`src/rtl/text_pkg.sv`:
```
// Shared text-screen geometry, clear fill character and FSM state type
// for the character VRAM write path.
package text_pkg;

  localparam int          COLS   = 70;
  localparam int          ROWS   = 30;
  localparam int          CELLS  = COLS * ROWS;
  localparam int          ADDR_W = 12;
  localparam logic [7:0]  FILL   = 8'h20;

  typedef enum logic {
    ST_IDLE  = 1'b0,
    ST_CLEAR = 1'b1
  } state_t;

endpackage

```
`src/rtl/vram_clear_seq.sv`:
```
// Screen-clear address sequencer: walks 0..N_CELLS-1 once per start,
// one address per cycle, and stops on the last cell without wrapping.
module vram_clear_seq
  import text_pkg::*;
#(
  parameter int N_CELLS = text_pkg::CELLS
) (
  input  logic              clk,
  input  logic              reset_n,
  input  logic              start,
  output logic              busy,
  output logic              done,
  output logic [ADDR_W-1:0] addr
);

  localparam logic [ADDR_W-1:0] LAST = ADDR_W'(N_CELLS - 1);

  logic              busy_q, busy_d;
  logic [ADDR_W-1:0] cnt_q, cnt_d;

  // cnt_q is the address being written in the current cycle while busy
  always_comb begin
    busy_d = busy_q;
    cnt_d  = cnt_q;
    if (busy_q) begin
      if (cnt_q == LAST) begin
        busy_d = 1'b0;
      end else begin
        cnt_d = cnt_q + ADDR_W'(1);
      end
    end else if (start) begin
      busy_d = 1'b1;
      cnt_d  = '0;
    end
  end

  always_ff @(posedge clk) begin
    if (!reset_n) begin
      busy_q <= 1'b0;
      cnt_q  <= '0;
    end else begin
      busy_q <= busy_d;
      cnt_q  <= cnt_d;
    end
  end

  assign busy = busy_q;
  assign done = busy_q && (cnt_q == LAST);
  assign addr = cnt_q;

endmodule

```
`src/rtl/vram_write_sched.sv`:
```
// Character VRAM write scheduler: round-robin between two requesters,
// with a full-screen clear that owns the registered write port while active.
module vram_write_sched
  import text_pkg::*;
#(
  parameter int         COLS = text_pkg::COLS,
  parameter int         ROWS = text_pkg::ROWS,
  parameter logic [7:0] FILL = text_pkg::FILL
) (
  input  logic              clk,
  input  logic              reset_n,
  input  logic              clr_req,
  output logic              clr_busy,
  output logic              clr_done,
  input  logic              a_req,
  input  logic [ADDR_W-1:0] a_addr,
  input  logic [7:0]        a_data,
  input  logic              b_req,
  input  logic [ADDR_W-1:0] b_addr,
  input  logic [7:0]        b_data,
  output logic              a_ack,
  output logic              b_ack,
  output logic              addr_err,
  output logic              ram_we,
  output logic [ADDR_W-1:0] ram_addr,
  output logic [7:0]        ram_data
);

  localparam int              N_CELLS = COLS * ROWS;
  localparam logic [ADDR_W:0] LIMIT   = (ADDR_W + 1)'(N_CELLS);

  state_t            state_q, state_d;
  logic              clr_start;
  logic              seq_busy, seq_done;
  logic [ADDR_W-1:0] seq_addr;

  logic              ram_we_q, ram_we_d;
  logic [ADDR_W-1:0] ram_addr_q, ram_addr_d;
  logic [7:0]        ram_data_q, ram_data_d;
  logic              a_ack_q, a_ack_d;
  logic              b_ack_q, b_ack_d;
  logic              err_q, err_d;
  logic              rr_q, rr_d;   // 0: favour A, 1: favour B

  logic              elig_a, elig_b, gnt_a, gnt_b, in_range;
  logic [ADDR_W-1:0] sel_addr;
  logic [7:0]        sel_data;

  vram_clear_seq #(
    .N_CELLS (N_CELLS)
  ) u_clear_seq (
    .clk     (clk),
    .reset_n (reset_n),
    .start   (clr_start),
    .busy    (seq_busy),
    .done    (seq_done),
    .addr    (seq_addr)
  );

  always_ff @(posedge clk) begin
    if (!reset_n) begin
      state_q <= ST_IDLE;
    end else begin
      state_q <= state_d;
    end
  end

  always_comb begin
    state_d = state_q;
    case (state_q)
      ST_IDLE:  if (clr_req)  state_d = ST_CLEAR;
      ST_CLEAR: if (seq_done) state_d = ST_IDLE;
      default:  state_d = ST_IDLE;
    endcase
  end

  // A requester in its ack cycle is still showing the request just served
  always_comb begin
    elig_a   = a_req && !a_ack_q;
    elig_b   = b_req && !b_ack_q;
    gnt_a    = elig_a && (!elig_b || !rr_q);
    gnt_b    = elig_b && !gnt_a;
    sel_addr = gnt_b ? b_addr : a_addr;
    sel_data = gnt_b ? b_data : a_data;
    in_range = {1'b0, sel_addr} < LIMIT;

    clr_start  = 1'b0;
    ram_we_d   = 1'b0;
    ram_addr_d = ram_addr_q;
    ram_data_d = ram_data_q;
    a_ack_d    = 1'b0;
    b_ack_d    = 1'b0;
    err_d      = 1'b0;
    rr_d       = rr_q;

    case (state_q)
      ST_IDLE: begin
        if (clr_req) begin
          clr_start  = 1'b1;
          ram_we_d   = 1'b1;
          ram_addr_d = '0;
          ram_data_d = FILL;
        end else if (gnt_a || gnt_b) begin
          a_ack_d = gnt_a;
          b_ack_d = gnt_b;
          rr_d    = gnt_a;
          err_d   = !in_range;
          if (in_range) begin
            ram_we_d   = 1'b1;
            ram_addr_d = sel_addr;
            ram_data_d = sel_data;
          end
        end
      end
      ST_CLEAR: begin
        if (!seq_done) begin
          ram_we_d   = 1'b1;
          ram_addr_d = seq_addr + ADDR_W'(1);
          ram_data_d = FILL;
        end
      end
      default: ;
    endcase
  end

  always_ff @(posedge clk) begin
    if (!reset_n) begin
      ram_we_q   <= 1'b0;
      ram_addr_q <= '0;
      ram_data_q <= '0;
      a_ack_q    <= 1'b0;
      b_ack_q    <= 1'b0;
      err_q      <= 1'b0;
      rr_q       <= 1'b0;
    end else begin
      ram_we_q   <= ram_we_d;
      ram_addr_q <= ram_addr_d;
      ram_data_q <= ram_data_d;
      a_ack_q    <= a_ack_d;
      b_ack_q    <= b_ack_d;
      err_q      <= err_d;
      rr_q       <= rr_d;
    end
  end

  assign ram_we   = ram_we_q;
  assign ram_addr = ram_addr_q;
  assign ram_data = ram_data_q;
  assign a_ack    = a_ack_q;
  assign b_ack    = b_ack_q;
  assign addr_err = err_q;
  assign clr_busy = seq_busy;
  assign clr_done = seq_done;

endmodule

```
`config.mk`:
```
export PLATFORM = sky130hd
export DESIGN_NAME = vram_write_sched
export DESIGN_NICKNAME = d
export VERILOG_FILES = /design/src/rtl/text_pkg.sv /design/src/rtl/vram_clear_seq.sv /design/src/rtl/vram_write_sched.sv
export SDC_FILE = /design/constraint.sdc
export NUM_CORES = 1
export LEC_CHECK = 0
export ABC_AREA = 1
export BUFFER_PORTS_ARGS = -buffer_cell sky130_fd_sc_hd__buf_4
export CAP_MARGIN = 20
export CORE_MARGIN = 5
export CORE_UTILIZATION = 52
export DETAILED_ROUTE_END_ITERATION = 16
export PLACE_DENSITY = 0.78
export SLEW_MARGIN = 30
export SYNTH_ARGS = -nofsm -noshare
export SYNTH_HDL_FRONTEND = slang
export SYNTH_SLANG_ARGS = --single-unit
```
`constraint.sdc`:
```
create_clock -name clk -period 2.6 [get_ports clk]
set_clock_uncertainty 0.2 [all_clocks]
set_input_delay 0.52 -clock clk [delete_from_list [all_inputs] [get_ports clk]]
set_output_delay 0.52 -clock clk [all_outputs]
set_load 0.005 [all_outputs]
```
After elaboration in Yosys (flattened, before gate mapping)
Index checks and enable logic that the tools add are counted.
- flip-flop bits (word level): 39
- logic and storage cells: 65
- output and inout bits: 26
- magnitude comparators: 1
- add/subtract/negate cells: 1
- multiplexer cells: 26
- equal/unequal tests: 5
- bitwise operators: 4
- reductions and logical operators: 18
- operator list (operator ; count):
    12-bit two-way mux ; 8
    8-bit two-way mux ; 5
    12-bit case mux with 2 select lines ; 1
    8-bit case mux with 2 select lines ; 1
    12-bit by 1-bit adder with 12-bit output, second input constant ; 1
    12-bit == test, second input constant ; 1
    12-bit less-than comparator, second input constant ; 1
    1-bit two-way mux ; 9
    1-bit zero test ; 6
    3-bit inequality test, second input constant ; 2
    3-bit AND reduction ; 2
    1-bit logical AND ; 5
    2-bit inequality test, second input constant ; 2
    1-bit inverter ; 4
    1-bit case mux with 2 select lines ; 2
    4-bit OR reduction ; 1
    1-bit logical OR ; 2
    2-bit AND reduction ; 1
    2-bit nonzero test ; 1

Depth between registers and ports, before layout
- word-level depth: 13
- mapped depth: 14
- gate-level depth less buffers: 12

Hierarchy
From an unflattened synthesis, not the netlist that was laid out.
- cells, all modules: 425
- area, all modules: 2592.5 um^2
- modules (own cells, without submodules) (module ; times used ; cells each ; area an instance (um^2)):
    vram_write_sched ; 1 ; 303 ; 1793.0
    vram_clear_seq ; 1 ; 122 ; 799.5

Least setup slack after synthesis
No wires, ideal clock.
- path kind: input -> register
- from: input port a_req
- to: register ram_addr_q[0], in the netlist ram_addr[0]
- path buffers: 2
- arrival time: 1679 ps
- setup slack: 606 ps
- setup time: 115 ps
- stages: 13
- cell sequence: nand2_2 -> o21ai_4 -> buf_6 -> nand2_1 -> nand2_2 -> nand3_2 -> nor2_2 -> nand2_2 -> nand3_4 -> buf_8 -> nand3_2 -> nand2_1 -> nor2_1
- word-level cells in the longest chain between the ends: 9
- elaborated cells between the ends (all ways): 14
- those cells by class: 1 x order compare; 2 x eq/ne; 5 x mux; 6 x reduce/logical
- RTL lines (item ; RTL line ; text):
    start, declared ; vram_write_sched.sv:15 ; input logic a_req,
    1-bit logical AND (*) ; vram_write_sched.sv:79 ; elig_a = a_req && !a_ack_q;
    1-bit logical AND (*) ; vram_write_sched.sv:81 ; gnt_a = elig_a && (!elig_b || !rr_q);
    branches (longest 7 deep; another with 12-bit less-than comparator) ; - ;
    end signal, assigned ; vram_write_sched.sv:137 ; ram_addr_q <= ram_addr_d;
    end, declared ; vram_write_sched.sv:38 ; logic [ADDR_W-1:0] ram_addr_q, ram_addr_d;
Mark *: on every way between the ends. The select of a mux whose other input is x is not followed.
A chain may end at the register's enable or synchronous reset.

Final worst setup path
- from: register u_clear_seq.cnt_q[0], in the netlist u_clear_seq.addr[0]
- to: register ram_addr_q[1], in the netlist ram_addr[1]
- word-level cells in the longest chain between the ends: 4
- elaborated cells between the ends (all ways): 7
- those cells by class: 1 x add/sub; 2 x eq/ne; 2 x mux; 2 x reduce/logical
- RTL lines (item ; RTL line ; text):
    start, declared ; vram_clear_seq.sv:19 ; logic [ADDR_W-1:0] cnt_q, cnt_d;
    start signal, assigned ; vram_clear_seq.sv:43 ; cnt_q <= cnt_d;
    branches (longest 4 deep; another with 12-bit by 1-bit adder with 12-bit output) ; - ;
Several ways; the timed one is not identified. The select of a mux whose other input is x is not followed.

==> flow_summary.yaml <==
outcome:
  status: "finished clean"
power:
  p_clk_frac: 0.323
  p_sw_mw: 0.4735
  power.density_nw_per_um2: 528.5
  ir_drop_mv: 0.2868
  p_comb_frac: 0.256
  swShare: 0.2955
  seq_power_share: 0.421
  p_leak_nw: 1.480
  intPower_mw: 1.129
grt:
  grt_pass1_vias: 2203
  overflow: 0
  grt_max_degree: 42
  grt_usage: 0.2080
  grt_pass1_wl_mm: 10.25
  antenna_found_initial: 0
place:
  gp_congestion: 0.8442
  hpwlAfterDp_mm: 4.687
  dp.cells: 471
  io_buffers: 70
synthesis:
  synth_seq_cells: 39
  synth.yosys.seq_area_share: 0.3326
  synthAdderAreaFrac: 0.005330
  yosys_warnings: 0
  syn_inst: 358
  synthesis.area_um2: 2347
  synth_enable_flop_cells: 0
  async_reset_ff_frac: 0
  postSynthAreaPerCell_um2: 6.557
  synth_cell_type_count: 31
  synth-compound-area-share: 0.1546
  muxShareOfSynthArea: 0
  synth-xor-area-share: 0.02612
  synth_nets: 404
  synth_top_family_by_area: "simple AND/OR/NAND/NOR gates"
  ys.flop_type: "dfxtp_1"
  synth-simple-area-share: 0.3587
die:
  ioPinCount: 71
  start_util: 0.5391
  die_x_um: 77.19
  num_rows: 24
  die_y_um: 77.19
  coreArea_um2: 4354
  die-area_um2: 5958
worst_setup_path:
  cp-end-kind: "flip-flop"
  cp_max_fo: 28
  startpoint_type: "flip-flop"
  crit_required_ns: 2.59
  crit_arrival_ns: 2.32
  critPathKind: "flip-flop to flip-flop"
timing:
  worst_pin_slew_ns: 0.5402
  final_min_period_over_clock_period: 0.8966
  hold_viol: 0
  finalMaxSlewViolations: 0
  maxSlewHeadroom: 0.6385
  fmax_mhz: 429.0
  tns_ns: 0
  setup_violations: 0
  post-route-min-period_ns: 2.331
  rsz0062_at_grt: "false"
routing:
  wire_per_inst_um: 13.05
  drt_wl_total_mm: 6.250
  vias: 2437
  ant_nets: 0
  drc: 0
  routed_via_density: 5.088
  first_pass_iters: 4
  drt-initial-drc-count: 144
clocking:
  cts_made_buffers: 5
  clk_latency_ns: 0.30
  cts_hold_buf: 0
  cts_root_buf: "clkbuf_8"
  clk_pin_slew_worst_paths_ns: 0.09
  postCtsSetupBuffers: 0
  cts_tree: "done"
  clock_path_buffers: 2
  cts_sinks: 39
  htreeDepth: 2
  cts-resized-gates: 0
final_layout:
  layout_commonest_cell: "nand2_1"
  final_layout_size_suffix_gt1_frac: 0.2600
  fillerInstances: 408
  fin_nets: 472
  final_cell_mix: "78 x nand2_1, 76 x buf_4, 56 x nor2_1"
  antennaDiodeCount: 0
  final_cells: 479
  area_delta_synth_final_pct: 29.16
worst_hold_path:
  hp-class: "flip-flop to flip-flop"
job:
  drv_cap: 0
## synthesized netlist by cell type, types with 2 or more instances
| library cell | count | area [um2] |
|---|---|---|
| nand2_1 | 78 | 292.8 |
| xor2_1 | 7 | 61.31 |
| o22ai_1 | 6 | 37.54 |
| inv_1 | 42 | 157.7 |
| a21oi_1 | 33 | 165.2 |
| buf_8 | 3 | 45.04 |
| nand2_2 | 5 | 31.28 |
| o21ai_1 | 3 | 15.01 |
| o21ai_0 | 24 | 120.1 |
| buf_2 | 8 | 40.04 |
| or2_2 | 2 | 12.51 |
| dfxtp_1 | 39 | 780.8 |
| nor3_1 | 2 | 10.01 |
| nand3_2 | 11 | 110.1 |
| nand3_1 | 21 | 105.1 |
| clkbuf_1 | 3 | 11.26 |
| nor2_1 | 56 | 210.2 |
| buf_6 | 2 | 22.52 |
## worst max-delay path, cell delays in order, from the launching register on
cell	delay (ns)
dfxtp_1	0.40
ha_1	0.23
nand2_1	0.06
nor3_1	0.18
nand3_1	0.14
a21oi_1	0.29
o21ai_4	0.23
buf_16	0.23
a21oi_1	0.17
nor2_1	0.07
## flip-flops by register name (all words and copies together), names as in the netlist
name and cells:
u_clear_seq.busy 1, state_q 1, ram_we 1, b_ack 1
rr_q 1, ram_data 8, u_clear_seq.addr 12, ram_addr 12
addr_err 1, a_ack 1
## power groups by stage
stage	registers [mW]	clock network (mW)	logic [mW]
final	0.674	0.517	0.411
after global placement	0.688	0	0.396
after floorplan	0.686	0	0.241
after CTS	0.674	0.523	0.414
after detailed placement	0.688	0	0.412
after global routing	0.681	0.552	0.462
## layer usage
| metal | global-route usage | part of all wire |
|---|---|---|
| met1 | 0.2622 | 0.44 |
| met2 | 0.3283 | 0.44 |
| met3 | 0.07963 | 0.098 |
| met4 | 0.06014 | 0.015 |
| met5 | 0 | 0 |
## final timing paths
check	from	cells after the start	end	slack (ns)
hold / removal	u_clear_seq.addr[9]	2	u_clear_seq.addr[9]	0.29
setup / recovery	u_clear_seq.addr[0]	9	ram_addr[1]	0.27
hold reg to reg	u_clear_seq.addr[9]	2	u_clear_seq.addr[9]	0.29
setup reg to reg	u_clear_seq.addr[0]	9	ram_addr[1]	0.27
## cells by family after synthesis
family | Yosys count
AO/OA/AOI/OAI | 68
XOR/XNOR | 7
AND/OR/NAND/NOR | 182
adder cells (fa/ha/maj) | 1
buffers and inverters | 61
flip-flops | 39
## final cells by class
| type | count | area, um2 | share of cell area |
|---|---|---|---|
| timing repair buffer | 78 | 618.1 | 0.2039 |
| clock buffer | 5 | 68.82 | 0.02270 |
| multi-input combinational | 258 | 1290 | 0.4255 |
| inverter | 44 | 165.2 | 0.05448 |
| clock inverter | 3 | 43.79 | 0.01444 |
| tap | 52 | 65.06 | 0.02146 |
| sequential | 39 | 780.7 | 0.2575 |
## through the flow
step                      hold slack (ns)  cell area [um2]  utilization  power [mW]  setup WS (ns)
after CTS                          0.2834             3032       0.6963       1.611         0.2732
after global placement             0.2642             2892       0.6641       1.084         0.2304
after global routing               0.3250             3032       0.6963       1.695       0.008231
final                              0.2858             3032       0.6963       1.602         0.2690
after detailed placement           0.2696             2919       0.6704       1.100         0.2266
after floorplan                    0.2533             2347            -      0.9279         0.6057
Note: power is estimated with default switching activity, not from simulation.
